--- src/rtl/debug_frame_scheduler_pkg.sv ---
// Shared types and constants for the debug frame scheduler: FSM states,
// source encoding and the saturating drop counter helpers.
package debug_frame_scheduler_pkg;

  typedef enum logic {
    IDLE = 1'b0,
    SHOW = 1'b1
  } state_t;

  typedef enum logic {
    SRC_RX = 1'b0,
    SRC_TX = 1'b1
  } src_t;

  localparam int DROP_W = 4;
  localparam logic [DROP_W-1:0] DROP_MAX = 4'd15;

  // Counting stops at DROP_MAX so a long burst of drops never wraps to a small value.
  function automatic logic [DROP_W-1:0] drop_inc(input logic [DROP_W-1:0] count);
    if (count == DROP_MAX) begin
      return count;
    end
    return count + 1'b1;
  endfunction

endpackage

--- src/rtl/debug_frame_scheduler_pending_slot.sv ---
// One-entry pending buffer for a frame source with a saturating drop counter.
// A load arriving while the entry is being cleared refills it in the same edge.
module debug_pending_slot
  import debug_frame_scheduler_pkg::*;
#(
  parameter int DATA_W = 9
) (
  input  logic              clk,
  input  logic              rst,
  input  logic              enable,
  input  logic              load,
  input  logic [DATA_W-1:0] load_data,
  input  logic              clear,
  output logic              pending,
  output logic [DATA_W-1:0] data,
  output logic [DROP_W-1:0] drops
);

  always_ff @(posedge clk) begin
    if (!rst || !enable) begin
      pending <= 1'b0;
      data    <= '0;
      drops   <= '0;
    end else if (load) begin
      if (!pending || clear) begin
        pending <= 1'b1;
        data    <= load_data;
      end else begin
        // Full and not being drained: keep the older frame, count the loss.
        drops <= drop_inc(drops);
      end
    end else if (clear) begin
      pending <= 1'b0;
    end
  end

endmodule

--- src/rtl/debug_frame_scheduler.sv ---
// Round-robin scheduler sharing the debug frame display between rx and tx
// frames; each granted frame is held for HOLD_CYCLES before the next grant.
module debug_frame_scheduler
  import debug_frame_scheduler_pkg::*;
#(
  parameter int HOLD_CYCLES = 16,
  parameter int FRAME_W     = 9,
  parameter int REG_W       = 4
) (
  input  logic               clk,
  input  logic               rst,
  input  logic               debug,
  input  logic               rx_valid,
  input  logic [FRAME_W-1:0] rx_frame,
  input  logic               tx_valid,
  input  logic [FRAME_W-1:0] tx_frame,
  input  logic               reg_valid,
  input  logic [REG_W-1:0]   reg_data,
  output logic [FRAME_W-1:0] debug_frame,
  output logic               debug_src,
  output logic               debug_frame_valid,
  output logic [REG_W-1:0]   debug_reg,
  output logic [DROP_W-1:0]  rx_drops,
  output logic [DROP_W-1:0]  tx_drops
);

  localparam int CNT_W = 16;
  localparam logic [CNT_W-1:0] HOLD_LOAD = CNT_W'(HOLD_CYCLES - 1);

  state_t             state, state_next;
  logic [CNT_W-1:0]   hold_cnt, hold_cnt_next;
  src_t               prio, prio_next;
  logic               grant;
  src_t               grant_src;
  logic               grant_rx, grant_tx;

  logic               rx_pending, tx_pending;
  logic [FRAME_W-1:0] rx_data, tx_data;

  debug_pending_slot #(.DATA_W(FRAME_W)) rx_slot (
    .clk       (clk),
    .rst       (rst),
    .enable    (debug),
    .load      (rx_valid),
    .load_data (rx_frame),
    .clear     (grant_rx),
    .pending   (rx_pending),
    .data      (rx_data),
    .drops     (rx_drops)
  );

  debug_pending_slot #(.DATA_W(FRAME_W)) tx_slot (
    .clk       (clk),
    .rst       (rst),
    .enable    (debug),
    .load      (tx_valid),
    .load_data (tx_frame),
    .clear     (grant_tx),
    .pending   (tx_pending),
    .data      (tx_data),
    .drops     (tx_drops)
  );

  always_comb begin
    state_next    = state;
    hold_cnt_next = hold_cnt;
    prio_next     = prio;
    grant         = 1'b0;
    grant_src     = SRC_RX;
    case (state)
      IDLE: begin
        if (rx_pending && tx_pending) begin
          grant     = 1'b1;
          grant_src = prio;
          if (prio == SRC_RX) begin
            prio_next = SRC_TX;
          end else begin
            prio_next = SRC_RX;
          end
        end else if (rx_pending) begin
          grant     = 1'b1;
          grant_src = SRC_RX;
          prio_next = SRC_TX;
        end else if (tx_pending) begin
          grant     = 1'b1;
          grant_src = SRC_TX;
          prio_next = SRC_RX;
        end
        if (grant) begin
          state_next    = SHOW;
          hold_cnt_next = HOLD_LOAD;
        end
      end
      SHOW: begin
        // The expiry edge only returns to IDLE; the next grant is one edge later.
        if (hold_cnt == '0) begin
          state_next = IDLE;
        end else begin
          hold_cnt_next = hold_cnt - 1'b1;
        end
      end
      default: begin
        state_next = IDLE;
      end
    endcase
  end

  assign grant_rx = grant && (grant_src == SRC_RX);
  assign grant_tx = grant && (grant_src == SRC_TX);

  always_ff @(posedge clk) begin
    if (!rst || !debug) begin
      state             <= IDLE;
      hold_cnt          <= '0;
      prio              <= SRC_RX;
      debug_frame       <= '0;
      debug_src         <= 1'b0;
      debug_frame_valid <= 1'b0;
      debug_reg         <= '0;
    end else begin
      state             <= state_next;
      hold_cnt          <= hold_cnt_next;
      prio              <= prio_next;
      debug_frame_valid <= grant;
      if (grant) begin
        debug_frame <= grant_tx ? tx_data : rx_data;
        debug_src   <= grant_tx;
      end
      if (reg_valid) begin
        debug_reg <= reg_data;
      end
    end
  end

endmodule

--- config.mk ---
export PLATFORM = sky130hd
export DESIGN_NAME = debug_frame_scheduler
export DESIGN_NICKNAME = d
export VERILOG_FILES = /design/src/rtl/debug_frame_scheduler_pkg.sv /design/src/rtl/debug_frame_scheduler_pending_slot.sv /design/src/rtl/debug_frame_scheduler.sv
export SDC_FILE = /design/constraint.sdc
export NUM_CORES = 1
export LEC_CHECK = 0
export CAP_MARGIN = 15
export CORE_MARGIN = 4
export CORE_UTILIZATION = 49
export DETAILED_ROUTE_END_ITERATION = 7
export HOLD_SLACK_MARGIN = 0.02
export PLACE_DENSITY = 0.87
export SETUP_SLACK_MARGIN = 0.3
export SYNTH_ARGS = -nofsm -noshare
export SYNTH_HDL_FRONTEND = slang
export SYNTH_HIERARCHICAL = 1
export SYNTH_SLANG_ARGS = --single-unit
--- constraint.sdc ---
create_clock -name clk -period 3 [get_ports clk]
set_input_delay 0.75 -clock clk [delete_from_list [all_inputs] [get_ports clk]]
set_output_delay 0.75 -clock clk [all_outputs]
set_load 0.03 [all_outputs]
# After elaboration in Yosys (flattened, before gate mapping)
# Index checks and enable logic that the tools add are counted.
# Widths: inputs -> output; s select.
[totals]
out_inout_bits = 23
elab_cells = 85
in_bits = 28
regBits = 61
[op_classes]
n_eq_ne = 8
bitwise = 4
n_reduce_logical = 22
muxes = 35
add_sub_neg = 3
[op_table]
columns = ["cell", "n"]
rows = [
  ["$mux 16", 2],
  ["$pmux 16 s2", 1],
  ["$mux 1", 28],
  ["$logic_not 16->1", 1],
  ["$sub 16x1->16 const B", 1],
  ["$reduce_and 2->1", 6],
  ["$mux 9", 1],
  ["$add 4x1->4 const B", 2],
  ["$eq 4x4->1 const B", 2],
  ["$mux 4", 2],
  ["$ne 2x2->1 const B", 4],
  ["$reduce_and 3->1", 2],
  ["$logic_not 1->1", 4],
  ["$ne 2x1->1 const B", 2],
  ["$not 1->1", 4],
  ["$reduce_bool 2->1", 2],
  ["$logic_and 1x1->1", 3],
  ["$logic_or 1x1->1", 3],
  ["$reduce_bool 3->1", 1],
  ["$pmux 1 s2", 1],
]

# Depth between registers and ports, before layout
[logic_depth]
word_depth = 12
ltp_mapped = 8
mapped_depth_nobuf = 6

# By module
# The synthesis kept the hierarchy.
[by_module_without_submodules]
columns = ["module", "seq_area_each_um2", "area_each_um2", "cells_per_inst", "n_inst"]
rows = [
  ["debug_frame_scheduler", 660.6, 1525.2, 178, 1],
  ["debug_pending_slot", 280.3, 579.3, 66, 2],
]

# Worst setup path after synthesis
# Ideal clock, no wire load.
[synth_path]
path_kind = "flip-flop to flip-flop"
start = "register hold_cnt[8]"
end = "register hold_cnt[14]"
path_buffers = 0
stages_incl_launch_ff = 5
setup_time_ns = 0.070
path_slack_ns = 1.079
synth_period_minus_slack_ns = 1.921
arrival_time_ns = 1.850
required_time_ns = 2.930
cell_sequence = "dfxtp_1 > or4_4 > or3_4 > or4_1 > a21oi_1"
[synth_via]
elab_chain_cells = 3
word_cells_on_any_way = 6
cone_classes = "1 x add/sub; 1 x eq/ne; 2 x mux; 2 x reduce/logical"
[synth_rtl]
columns = ["item", "line", "text"]
rows = [
  ["start, declared", "debug_frame_scheduler.sv:31", "logic [CNT_W-1:0] hold_cnt, hold_cnt_next;"],
  ["start signal, assigned", "debug_frame_scheduler.sv:122", "hold_cnt <= hold_cnt_next;"],
  ["$sub 16x1->16 / $logic_not 16->1 (equally long branches)", "debug_frame_scheduler.sv:99, debug_frame_scheduler.sv:96", ""],
  ["$mux 16 / $ne 2x2->1 (equally long branches)", "n/a", ""],
  ["$pmux 16 s2 / $reduce_and 2->1 (equally long branches)", "n/a", ""],
]
# Several ways; a longest one is shown, not always the timed one. The select of a mux whose other input is x is not followed.
# A chain may end at the register's enable or synchronous reset.

# Worst setup path in the final report
[layout_path]
start = "register tx_slot.drops[2]"
end = "output port tx_drops[2]"
[layout_lines]
columns = ["item", "line", "text"]
rows = [
  ["start, declared", "debug_frame_scheduler_pending_slot.sv:16", "output logic [DROP_W-1:0] drops"],
  ["start signal, assigned", "debug_frame_scheduler_pending_slot.sv:30", "drops <= drop_inc(drops);"],
  ["end, declared", "debug_frame_scheduler.sv:24", "output logic [DROP_W-1:0] tx_drops"],
]
# No word-level cell between the ends.

==> out/metrics.csv <==
metric;value;unit
status;completed;
syn nets;341;
post-route setup slack;806;ps
crit path max fanout;5;
starting density of the core;51.6;%
#FFs+latches synth;61;
critical path's slowest cell;clkdlybuf4s50_1;
via count;2467;
antenna viol nets, final;0;
layout cells sized above 1;8.29;%
synth-to-layout area growth;27.9;%
Final Setup Violations;0;
first drt pass iteration count;4;
CP startpoint;tx_slot/drops[2]$_SDFFE_PP0P_;
WP buf/inv;1;
fmax;0.456;GHz
nets;388;
vias per cell;5.71;
GRT Max-Usage Layer;met2;
cts bufs inserted;9;
RSZ-0062 raised after global routing;false;
DRC viols;0;
initial drt markers;138;
clock skew;7.62;ps
GR Overflow Total;0;
crit path cell chain;clkdlybuf4s50_1;
CTS tree;done;
final clock period utilization by the worst path;73.1;%
Critical R2R Launch;state$_SDFF_PP0_;
number of global-route vias before repair;2347;
total track usage;20.1;%
P_leak;1.20;nW
Final HPWL DP;4.54;mm
met3 Use GR;6.91;%
Slew Limit Fails;0;
slowest stage delay, CP;700;ps
met1 usage;23.0;%
HP Start;rx_slot/data[5]$_SDFFE_PP0P_;
die width;82.0;um
top cell family by delay on the critical path;buffers and inverters;
first-pass GRT wire length;10.3;mm
crit start category;flip-flop;
Die Y;82.0;um
Clock Pin Slew Worst Setup and Hold Paths;60;ps
gpl congestion;0.849;
Routed WL;6.20;mm
largest net degree at the start of global routing;25;
Core Box Area;5200;um^2
Biggest register;hold_cnt;
data required time of the critical path;2250;ps
pwr dens;525;nW/um^2
root buffer cell;clkbuf_8;
yosys warns;6;
final hold violation count;0;
Max-Cap Viols;0;
Inserted Diodes;0;
number of flip-flops in the largest register;16;
total power draw;1.80;mW
Std-Cell Rows;26;
Clk Latency, worst-skew pair;330;ps
HP Class;flip-flop to flip-flop;
# resized after CTS;0;
Syn Area/Cell;8.66;um^2
Synth Instances;310;
Seq/Total Area, Yosys;45.5;%
pre-CTS WS;658;ps
count of different cell masters after synthesis;43;
antenna violations before repair;0;
worst path arrival time;1440;ps
DIE AREA;6730;um^2
Avg WL per Cell;14.3;um
Setup CP Type;flip-flop to output port;
Period minus WS final;2190;ps
I/O pin count;51;
number of port buffers;50;
post-CTS setup buffer count;0;
Crit. End Element;output port;
max_slew headroom;58.1;%
final core occ;65.9;%
H-tree depth;3;
# clock sinks;61;
clk buf depth;2;
# hold bufs at CTS;0;
M2 GR Usage;33.2;%
maximum vdd drop;0.327;mV
setup TNS;0;ps
worst slew pin tran;626;ps
Syn Std Cell Area;2680;um^2
## layout by cell type (no fill, tap or decap), types with 3 or more instances in the layout
cell type,synthesis,routed
nor4_1,6,6
a311oi_1,8,8
nand2b_1,4,4
clkbuf_1,11,3
mux2i_1,8,8
o31ai_1,6,6
nand3_1,23,23
o21ai_0,23,23
nor3_1,3,3
ha_1,3,3
nand2_1,26,26
a211oi_1,4,4
dfxtp_1,61,61
or4_1,6,6
or3_1,10,10
clkbuf_8,0,9
clkdlybuf4s50_1,0,50
nor2_1,19,19
inv_1,8,8
a21oi_1,41,41
## power by group
group | total, mW | switching, mW | internal, mW
logic | 0.187 | 0.104 | 0.0827
registers | 0.848 | 0.0170 | 0.831
clock network | 0.767 | 0.299 | 0.467
total | 1.80 | 0.421 | 1.38
## kinds of logic after synthesis
group,Yosys count,synth area share [%]
fa+ha+maj,3,1.40
flops,61,45.5
buf+inv,24,3.45
compound gates,91,20.2
simple gates,123,26.4
mux,8,2.98
## per-stage QoR
| stage | hold slack, ps | cell area (um^2) | instances |
|---|---|---|---|
| after floorplan | 442 | 2680 | 310 |
| after global placement | 445 | 3220 | 416 |
| after detailed placement | 468 | 3220 | 416 |
| after CTS | 477 | 3430 | 432 |
| after global routing | 499 | 3430 | 432 |
| final | 476 | 3430 | 432 |
## final timing paths
check	cells past startpoint	slack, ps	to
hold / removal	2	480	rx_slot/data[5]$_SDFFE_PP0P_
hold reg to reg	2	480	rx_slot/data[5]$_SDFFE_PP0P_
setup reg to reg	5	880	tx_slot/drops[3]$_SDFFE_PP0P_
setup / recovery	1	810	tx_drops[2]
## cell type report
type	count	area, um^2
Clock buffer	12	135
Clock inverter	4	72.6
Fill cell	440	1770
Inverter	8	30.0
Multi-Input combinational cell	225	1370
Sequential cell	61	1220
Tap cell	70	87.6
Timing Repair Buffer	52	515
## cell usage after synthesis (all sizes together)
| master | number | area [um^2] |
|---|---|---|
| o21ba | 1 | 10.0 |
| clkbuf | 11 | 41.3 |
| nor2 | 19 | 71.3 |
| or3b | 2 | 17.5 |
| mux2i | 8 | 80.1 |
| ha | 3 | 37.5 |
| a311oi | 8 | 70.1 |
| nor4 | 6 | 37.5 |
| nor3 | 3 | 15.0 |
| a222oi | 1 | 10.0 |
| nor4b | 2 | 17.5 |
| and3 | 4 | 35.0 |
| nand3b | 3 | 47.6 |
| or2 | 3 | 18.8 |
| buf | 5 | 21.3 |
| a211oi | 4 | 30.0 |
| a21oi | 41 | 205 |
| nor3b | 1 | 7.51 |
| nand4 | 1 | 6.26 |
| o311ai | 2 | 17.5 |
| nand2b | 4 | 25.0 |
| nand2 | 26 | 97.6 |
| o211ai | 2 | 15.0 |
| and2b | 2 | 15.0 |
| o21ai | 23 | 115 |
| nand3 | 23 | 115 |
| nand4bb | 1 | 11.3 |
| inv | 8 | 30.0 |
| o31ai | 6 | 45.0 |
| or4 | 9 | 73.8 |
| dfxtp | 61 | 1220 |
| o21bai | 1 | 7.51 |
| or3 | 13 | 88.8 |
| a31o | 2 | 17.5 |
| nand4b | 1 | 8.76 |
## routing by layer
layer,vias up,part of all wire (%)
met2,46,52
met1,1170,43
met3,8,3.0
met4,0,1.9
met5,-,0
li1,1243,-
Power figures use the tool's default switching activity.
